File: src/rtl/vram_port_arbiter_pkg.sv
// -----------------------------------------------------------------------------
// vram_arb_pkg
// Shared types and constants for the VRAM port arbiter.
//   win_state_t  : display window state (visible area vs vertical blank)
//   V_ACTIVE_DEF : first non-visible line of a 640x480 frame
//   FRAME_CNT_W  : width of the free-running frame counter
// -----------------------------------------------------------------------------
package vram_arb_pkg;

   typedef enum logic {
      WIN_ACTIVE = 1'b0,
      WIN_VBLANK = 1'b1
   } win_state_t;

   localparam int V_ACTIVE_DEF = 480;
   localparam int FRAME_CNT_W  = 16;

endpackage

File: src/rtl/vram_port_arbiter_rr_arbiter.sv
// -----------------------------------------------------------------------------
// rr_arbiter
// Combinational round-robin picker: grants the first set request at or after
// the pointer, wrapping modulo NUM_WR.
// Ports:
//   req  in  NUM_WR  request vector
//   ptr  in  PTR_W   highest-priority index this cycle
//   gnt  out NUM_WR  one-hot grant (all zero when req is zero)
//   idx  out PTR_W   index of the granted requester
//   any  out 1       some requester was granted
// -----------------------------------------------------------------------------
module rr_arbiter #(
   parameter int NUM_WR = 4,
   parameter int PTR_W  = $clog2(NUM_WR)
) (
   input  logic [NUM_WR-1:0] req,
   input  logic [PTR_W-1:0]  ptr,
   output logic [NUM_WR-1:0] gnt,
   output logic [PTR_W-1:0]  idx,
   output logic              any
);

   logic [PTR_W-1:0] cand;

   // Scan requesters starting at ptr; the first hit wins.
   always_comb begin
      gnt  = '0;
      idx  = '0;
      any  = 1'b0;
      cand = '0;
      for (int k = 0; k < NUM_WR; k++) begin
         cand = PTR_W'((int'(ptr) + k) % NUM_WR);
         if (!any && req[cand]) begin
            any       = 1'b1;
            gnt[cand] = 1'b1;
            idx       = cand;
         end else begin
            any = any;
         end
      end
   end

endmodule

File: src/rtl/vram_port_arbiter.sv
// -----------------------------------------------------------------------------
// vram_port_arbiter
// Shares the single sprite/frame RAM port between the VGA pixel fetch path and
// NUM_WR game-logic writers. Display reads always win; writers are served
// round-robin, and with FRAME_LOCK=1 only during vertical blank so a frame
// never tears.
// Ports:
//   Clk, Reset (async, active low)
//   DrawY                  current VGA line
//   disp_req/disp_addr     single-cycle display read request
//   disp_data/disp_valid   read data two cycles after disp_req
//   wr_req/wr_addr/wr_data packed per-writer requests (level, held until granted)
//   wr_gnt                 combinational one-hot grant
//   ram_addr/ram_we/ram_wdata  registered RAM port, ram_rdata its 1-cycle read data
//   frame_tick/frame_cnt   vblank-entry pulse and frame counter
//   missed/clr_missed      sticky "writer starved through a whole vblank"
// -----------------------------------------------------------------------------
module vram_port_arbiter
   import vram_arb_pkg::*;
#(
   parameter int NUM_WR     = 4,
   parameter int ADDR_W     = 16,
   parameter int DATA_W     = 8,
   parameter int V_ACTIVE   = V_ACTIVE_DEF,
   parameter int FRAME_LOCK = 1
) (
   input  logic                       Clk,
   input  logic                       Reset,
   input  logic [10:0]                DrawY,
   input  logic                       disp_req,
   input  logic [ADDR_W-1:0]          disp_addr,
   output logic [DATA_W-1:0]          disp_data,
   output logic                       disp_valid,
   input  logic [NUM_WR-1:0]          wr_req,
   input  logic [NUM_WR*ADDR_W-1:0]   wr_addr,
   input  logic [NUM_WR*DATA_W-1:0]   wr_data,
   output logic [NUM_WR-1:0]          wr_gnt,
   output logic [ADDR_W-1:0]          ram_addr,
   output logic                       ram_we,
   output logic [DATA_W-1:0]          ram_wdata,
   input  logic [DATA_W-1:0]          ram_rdata,
   output logic                       frame_tick,
   output logic [FRAME_CNT_W-1:0]     frame_cnt,
   output logic [NUM_WR-1:0]          missed,
   input  logic                       clr_missed
);

   localparam int          PTR_W      = $clog2(NUM_WR);
   localparam logic [10:0] V_ACTIVE_Y = 11'(V_ACTIVE);

   win_state_t             state_q, state_d;
   logic [PTR_W-1:0]       rr_ptr_q, rr_ptr_d;
   logic [ADDR_W-1:0]      ram_addr_q, ram_addr_d;
   logic                   ram_we_q, ram_we_d;
   logic [DATA_W-1:0]      ram_wdata_q, ram_wdata_d;
   logic [1:0]             disp_pipe_q, disp_pipe_d;
   logic                   frame_tick_q, frame_tick_d;
   logic [FRAME_CNT_W-1:0] frame_cnt_q, frame_cnt_d;
   logic [NUM_WR-1:0]      missed_q, missed_d;
   logic [NUM_WR-1:0]      missed_set;

   logic [NUM_WR-1:0]      arb_gnt;
   logic [PTR_W-1:0]       arb_idx;
   logic                   arb_any;
   logic                   write_ok;

   rr_arbiter #(
      .NUM_WR (NUM_WR),
      .PTR_W  (PTR_W)
   ) u_rr (
      .req (wr_req),
      .ptr (rr_ptr_q),
      .gnt (arb_gnt),
      .idx (arb_idx),
      .any (arb_any)
   );

   // Window FSM, frame counter and missed-write bookkeeping.
   always_comb begin
      state_d      = state_q;
      frame_tick_d = 1'b0;
      frame_cnt_d  = frame_cnt_q;
      missed_set   = '0;
      case (state_q)
         WIN_ACTIVE: begin
            if (DrawY >= V_ACTIVE_Y) begin
               state_d      = WIN_VBLANK;
               frame_tick_d = 1'b1;
               frame_cnt_d  = frame_cnt_q + FRAME_CNT_W'(1);
            end else begin
               state_d = WIN_ACTIVE;
            end
         end
         WIN_VBLANK: begin
            // Anyone still asking when the blank closes has lost this frame.
            if (DrawY < V_ACTIVE_Y) begin
               state_d    = WIN_ACTIVE;
               missed_set = wr_req;
            end else begin
               state_d = WIN_VBLANK;
            end
         end
         default: state_d = WIN_ACTIVE;
      endcase
      // Clearing beats a same-cycle set.
      missed_d = clr_missed ? '0 : (missed_q | missed_set);
   end

   // Port arbitration: display read first, then round-robin writers.
   always_comb begin
      write_ok    = ~disp_req & ((FRAME_LOCK != 0) ? (state_q == WIN_VBLANK) : 1'b1);
      wr_gnt      = (Reset && write_ok) ? arb_gnt : '0;
      ram_addr_d  = ram_addr_q;
      ram_we_d    = 1'b0;
      ram_wdata_d = ram_wdata_q;
      rr_ptr_d    = rr_ptr_q;
      disp_pipe_d = {disp_pipe_q[0], disp_req};
      if (disp_req) begin
         ram_addr_d = disp_addr;
      end else if (write_ok && arb_any) begin
         ram_addr_d  = wr_addr[int'(arb_idx)*ADDR_W +: ADDR_W];
         ram_wdata_d = wr_data[int'(arb_idx)*DATA_W +: DATA_W];
         ram_we_d    = 1'b1;
         rr_ptr_d    = (arb_idx == PTR_W'(NUM_WR-1)) ? '0 : (arb_idx + PTR_W'(1));
      end else begin
         ram_we_d = 1'b0;
      end
   end

   // State and output registers.
   always_ff @(posedge Clk or negedge Reset) begin
      if (!Reset) begin
         state_q      <= WIN_ACTIVE;
         rr_ptr_q     <= '0;
         ram_addr_q   <= '0;
         ram_we_q     <= 1'b0;
         ram_wdata_q  <= '0;
         disp_pipe_q  <= 2'b00;
         frame_tick_q <= 1'b0;
         frame_cnt_q  <= '0;
         missed_q     <= '0;
      end else begin
         state_q      <= state_d;
         rr_ptr_q     <= rr_ptr_d;
         ram_addr_q   <= ram_addr_d;
         ram_we_q     <= ram_we_d;
         ram_wdata_q  <= ram_wdata_d;
         disp_pipe_q  <= disp_pipe_d;
         frame_tick_q <= frame_tick_d;
         frame_cnt_q  <= frame_cnt_d;
         missed_q     <= missed_d;
      end
   end

   assign ram_addr   = ram_addr_q;
   assign ram_we     = ram_we_q;
   assign ram_wdata  = ram_wdata_q;
   assign disp_valid = disp_pipe_q[1];
   assign disp_data  = ram_rdata;
   assign frame_tick = frame_tick_q;
   assign frame_cnt  = frame_cnt_q;
   assign missed     = missed_q;

endmodule

File: config.mk
export PLATFORM = sky130hd
export DESIGN_NAME = vram_port_arbiter
export DESIGN_NICKNAME = d
export VERILOG_FILES = /design/src/rtl/vram_port_arbiter_pkg.sv /design/src/rtl/vram_port_arbiter_rr_arbiter.sv /design/src/rtl/vram_port_arbiter.sv
export SDC_FILE = /design/constraint.sdc
export NUM_CORES = 1
export LEC_CHECK = 0
export CAP_MARGIN = 20
export CORE_MARGIN = 1
export CORE_UTILIZATION = 30
export DETAILED_ROUTE_END_ITERATION = 8
export GPL_TIMING_DRIVEN = 1
export PLACE_DENSITY = 0.63
export SKIP_LAST_GASP = 1
export SLEW_MARGIN = 15
export SYNTH_ARGS = -nofsm -noshare
export SYNTH_HDL_FRONTEND = slang
export SYNTH_SLANG_ARGS = --single-unit
export TNS_END_PERCENT = 10
File: constraint.sdc
create_clock -name Clk -period 7.3 [get_ports Clk]
set_input_delay 1.46 -clock Clk [delete_from_list [all_inputs] [get_ports Clk]]
set_output_delay 1.46 -clock Clk [all_outputs]
set_load 0.01 [all_outputs]
# Word-level counts from Yosys, hierarchy flattened
# Cells that the tools add are included.
# W data, S select, Z words.
dict set report totals {
  word_cells 90
  regBits 51
  inputBits 139
  out_inout_bits 59
}
dict set report classes {
  n_addsub 5
  mux 41
  n_eq_ne 1
  shift 2
  magnitude_cmp 10
  n_bitwise 7
  n_reduce_logical 15
}
# cell count
set op_table {}
lappend op_table {{$shiftx A64 B7 Y16} 1}
lappend op_table {{$mux W16} 2}
lappend op_table {{$mux W4} 8}
lappend op_table {{$shiftx A32 B6 Y8} 1}
lappend op_table {{$mux W1} 17}
lappend op_table {{$add A16 B1 Y16 const B} 1}
lappend op_table {{$or A4 B4 Y4} 4}
lappend op_table {{$lt A2 B3 Y1 const B} 4}
lappend op_table {{$ge A11 B9 Y1 const B} 1}
lappend op_table {{$lt A11 B9 Y1 const B} 1}
lappend op_table {{$mux W2} 5}
lappend op_table {{$logic_and A1 B1 Y1} 9}
lappend op_table {{$bmux W1 S2} 4}
lappend op_table {{$demux W1 S2} 4}
lappend op_table {{$ge A2 B1 Y1 const B} 4}
lappend op_table {{$add A2 B1 Y2 const B} 2}
lappend op_table {{$add A2 B2 Y2 const B} 2}
lappend op_table {{$reduce_and A2 Y1} 2}
lappend op_table {{$logic_not A1 Y1} 3}
lappend op_table {{$eq A2 B2 Y1 const B} 1}
lappend op_table {{$not A1 Y1} 2}
lappend op_table {{$pmux W1 S2} 1}
lappend op_table {{$reduce_bool A2 Y1} 1}
lappend op_table {{$and A1 B1 Y1} 1}

# Longest topological paths before layout
dict set report depth {
  word_depth 15
  depth_mapped 10
  ltp_nobuf 8
}

# By module
# From an unflattened synthesis, not the netlist that was laid out.
dict set report hier_totals {
  cells_unflattened 299
  hier_area_um2 3264.4
}
# module seq_area_each_um2 n_inst cells_each area_per_inst_um2
set modules_own_cells {}
lappend modules_own_cells {vram_port_arbiter 1276.2 1 254 2842.7}
lappend modules_own_cells {rr_arbiter 0.0 1 45 421.7}

# Worst setup path before layout
# Ideal clock, no wire load.
dict set report synth_path {
  path_kind {input port to output port}
  start {input port wr_req[2]}
  end {output port wr_gnt[0]}
  cell_stages 6
  arrival_time_ns 2.951
  setup_slack_ns 2.889
  t_required_ns 5.840
  path_buffers 1
  cell_sequence {mux4_2 > nor2b_4 > buf_1 > a221o_1 > o21ai_0 > a21oi_1}
}
dict set report synth_via {
  elab_chain_cells 13
  elab_cells_between_ends 25
  cone_classes {16 x mux; 3 x bitwise; 6 x reduce/logical}
}
# item line
set synth_lines {}
lappend synth_lines {{from (decl)} vram_port_arbiter.sv:34} ;# input logic [NUM_WR-1:0] wr_req,
lappend synth_lines {{$bmux W1 S2} vram_port_arbiter_rr_arbiter.sv:33} ;# if (!any && req[cand]) begin
lappend synth_lines {{$mux W1 (implied by the code)} vram_port_arbiter_rr_arbiter.sv:33}
lappend synth_lines {{$mux W1} vram_port_arbiter_rr_arbiter.sv:33}
lappend synth_lines {{$logic_not A1 Y1} vram_port_arbiter_rr_arbiter.sv:33}
lappend synth_lines {{$logic_and A1 B1 Y1} vram_port_arbiter_rr_arbiter.sv:33}
lappend synth_lines {{$mux W1} vram_port_arbiter_rr_arbiter.sv:33}
lappend synth_lines {{$logic_not A1 Y1} vram_port_arbiter_rr_arbiter.sv:33}
lappend synth_lines {{$logic_and A1 B1 Y1} vram_port_arbiter_rr_arbiter.sv:33}
lappend synth_lines {{$mux W1} vram_port_arbiter_rr_arbiter.sv:33}
lappend synth_lines {{$logic_not A1 Y1} vram_port_arbiter_rr_arbiter.sv:33}
lappend synth_lines {{$logic_and A1 B1 Y1} vram_port_arbiter_rr_arbiter.sv:33}
lappend synth_lines {{$mux W4 (*)} vram_port_arbiter_rr_arbiter.sv:33}
lappend synth_lines {{$mux W4 (*)} vram_port_arbiter.sv:112} ;# wr_gnt = (Reset && write_ok) ? arb_gnt : '0;
lappend synth_lines {{to (decl)} vram_port_arbiter.sv:37} ;# output logic [NUM_WR-1:0] wr_gnt,
# Every way passes the cells marked *; elsewhere a longest branch is shown, timed or not. The select of a mux whose other input is x is not followed.

# Worst setup path after layout
dict set report layout_path {
  start {input port wr_req[1]}
  end {output port wr_gnt[2]}
}
# The elaborated chain is that of the path after synthesis.

==> impl_metrics.ini <==
[power]
power.total_uw = 2279
pwr-share-comb_pct = 67.7
leakage_uw = 0.002472
p_sw_share_pct = 45.48
ir_drop_uv = 167.1
p_sw_uw = 1037
p_clk_share_pct = 12.4
intPower_uw = 1243
power_density_nw_per_um2 = 358.7
p_seq_share_pct = 19.9

[floorplanning]
dieWidth_um = 122.0
num_rows = 43
dieArea_um2 = 14890
core_area_um2 = 13990
io_pins = 198
dieHeight_um = 122.0
start_util_pct = 30.90

[critical_path]
critPathLaunch = wr_req[1]
crit_path_end = wr_gnt[2]
regToRegSetupSlack_ps = 3530
r2r_start = rr_ptr_q[1]$_DFFE_PN0P_
crit_arrival_ps = 4450
worstSetupPathType = in -> out
reg2reg_to = ram_addr[8]$_DFFE_PN0P_
worstSetupEndpointType = output pin
critPathLaunchType = primary input
reg2reg_depth = 8
required_ps = 5840
path_max_fanout = 24

[final_layout]
syn2layout_area_growth_pct = 47.00
fin_nets = 790
seq_area_um2 = 1277
multi_input_area_um2 = 2799
fillers = 1373
drive_gt1_share_pct = 6.056
n_antenna_cell = 0

[yosys]
synth_top_family_by_area = compound AO/OA/AOI/OAI gates
ys_ff_latch = 51
synthAdderAreaFrac_pct = 2.315
synth-async-reset-ratio_pct = 100.0
synthCells = 501
yosys_warnings = 0
yosysSeqAreaShare_pct = 29.52
yosys.area_share.simple_pct = 16.30
yosysUniqueCellTypes = 48
synth_area_leader_cell = dfrtp_1
synth_enable_flop_cells = 0
synthMuxAreaShare_pct = 10.45
syn_area_per_cell_um2 = 8.629
synth_fp_nets = 648
synthFlopType = dfrtp_1
yosys.area.top_type_share_pct = 29.52
netlist_top_cells_area = dfrtp_1 30%, a221oi_1 9.3%, mux2i_1 8.1%, nand2_1 6.1%, a221o_1 4.6%
syn_area_um2 = 4323
synth-compound-area-share_pct = 31.78
synth_xor_area_share_pct = 3.039

[global_routing]
gr-total-overflow = 0
grt.met1_usage_pct = 26.50
grt.busiest_layer = met2
grtUsageMet3_pct = 2.809
grt_pass1_vias = 4613
grt_max_degree = 64
groute.usage.overall_pct = 20.68
use_met2_pct = 35.45
antenna_found_initial = 0
grt_pass1_wl_um = 24340

[clock_network]
cts_tree = done
ctsResizeCount = 0
h-tree-depth = 2
cts_setup_buffers = 0
cts_buffer_depth = 2
cts_sinks = 51
cts-root-buf = clkbuf_16
numCtsBuffers = 5
ctsHoldBuffers = 0
clk_pin_slew_ps = 70
clock_latency_ps = 300

[drt]
drtIter0Drc = 305
ant_nets = 0
drc_errors = 0
detail_route.wirelength_um = 15640
vias = 4746
via_per_inst = 5.760
wire_per_inst_um = 18.98
dr.pass1.iters = 5

[sta]
fin_worst_skew_ps = 9.786
setup_viol = 0
fin_crit_ps = 5905
rsz0062_at_grt = false
hold_viol_final = 0
worst_pin_slew_ps = 992.5
fmax_mhz = 169.3
finalCritPeriodShare_pct = 80.89
layout_setup_ws_ps = 1395
fin_hold_ws_ps = 353.0
fin_setup_tns_ps = 0
drv_slew = 0
max_slew_margin_pct = 33.83

[hold_path]
worstHoldPathCells = 0
hp-class = reg -> reg

[outcome]
outcome = complete, no violations

[placement]
gp_congestion = 0.8628
hpwl_um = 11040
place_ws_ps = 1448
io_buffers = 176

[job]
cap_violations = 0
==> worst max-delay path, stage by stage <==
cell and delay [ps]:
clkdlybuf4s50_1 680, mux4_2 750, nor2b_4 520, a221o_1 230
o21ai_0 70, a21oi_1 170, clkdlybuf4s50_1 550
==> stage by stage <==
step | utilization, % | instance area (µm²) | instances
after CTS | 45.12 | 6311 | 821
after global routing | 45.43 | 6355 | 824
after detailed placement | 43.88 | 6138 | 813
after global placement | 43.80 | 6127 | 812
final | 45.43 | 6355 | 824
after floorplan | - | 4323 | 501
==> sequential cells by signal, summed over array words and instances (netlist names) <==
register	flops
frame_cnt	16
state_q	1
ram_addr	16
ram_we	1
rr_ptr_q	2
ram_wdata	8
missed	4
disp_pipe_q	2
frame_tick	1
==> final cells by class <==
cell class,instances,area share [%]
Clock buffer,5,1.969
Tap cell,180,3.544
Sequential cell,51,20.10
Clock inverter,3,0.7482
Inverter,4,0.2363
Multi-Input combinational cell,393,44.04
Timing Repair Buffer,188,29.36
==> synthesized netlist by cell type, drive strengths merged, types with 4 or more instances <==
cell type / n
a22o: 15
o221ai: 15
a221o: 20
ha: 8
nor2b: 7
o21ai: 32
nand4: 6
nand2b: 4
a211oi: 4
nand2: 70
nor3: 11
a211o: 16
dfrtp: 51
a21oi: 12
nand3: 10
mux2i: 35
xnor2: 13
clkbuf: 24
nor2: 43
buf: 29
a221oi: 47
==> layout by cell type (no fill, tap or decap), types with 5 or more instances in the layout <==
master           netlist  routed
a22o_1                15      15
ha_1                   8       8
clkdlybuf4s50_1        0     175
nor3_1                10      10
o221ai_1              15      15
a21oi_1               12      12
nand4_1                6       6
nand3_1               10      10
a211o_1               16      16
nor2_1                42      42
dfrtp_1               51      50
o21ai_0               32      32
nand2_1               70      70
buf_4                 13       9
xnor2_1               13      13
a221o_1               20      20
mux2i_1               35      34
nor2b_1                5       5
a221oi_1              46      46
clkbuf_16              0       5
==> power by group through the flow <==
stage | registers (µW) | logic [µW] | clock network (µW)
finish | 455 | 1540 | 282
global route | 468 | 1680 | 299
CTS | 455 | 1520 | 286
detailed placement | 458 | 1510 | 0
global placement | 456 | 1470 | 0
floorplan | 483 | 970 | 0
==> layer usage <==
layer  wire, µm  up-vias
met2       7795      211
met1       6436     2285
met4        350        0
li1           -     2222
met5          0        -
met3       1056       28
==> cells by family (layout without fill, tap and decap cells) <==
kind of cell	after synthesis	count (layout)
multiplexers	41	41
adder cells (fa/ha/maj)	8	8
buffers and inverters	57	200
XOR/XNOR	15	15
AND/OR/NAND/NOR	158	158
AO/OA/AOI/OAI	171	171
flip-flops	51	51
==> worst min path at each step <==
stage,endpoint,slack [ps],startpoint
6_report,disp_pipe_q[1]$_DFF_PN0_,350,disp_pipe_q[0]$_DFF_PN0_
5_1_grt,disp_pipe_q[1]$_DFF_PN0_,370,disp_pipe_q[0]$_DFF_PN0_
4_1_cts,disp_pipe_q[1]$_DFF_PN0_,360,disp_pipe_q[0]$_DFF_PN0_
3_5_place_dp,disp_pipe_q[1]$_DFF_PN0_,340,disp_pipe_q[0]$_DFF_PN0_
3_3_place_gp,disp_pipe_q[1]$_DFF_PN0_,340,disp_pipe_q[0]$_DFF_PN0_
2_1_floorplan,disp_pipe_q[1]$_DFF_PN0_,330,disp_pipe_q[0]$_DFF_PN0_
(Power assumes the default switching activity.)
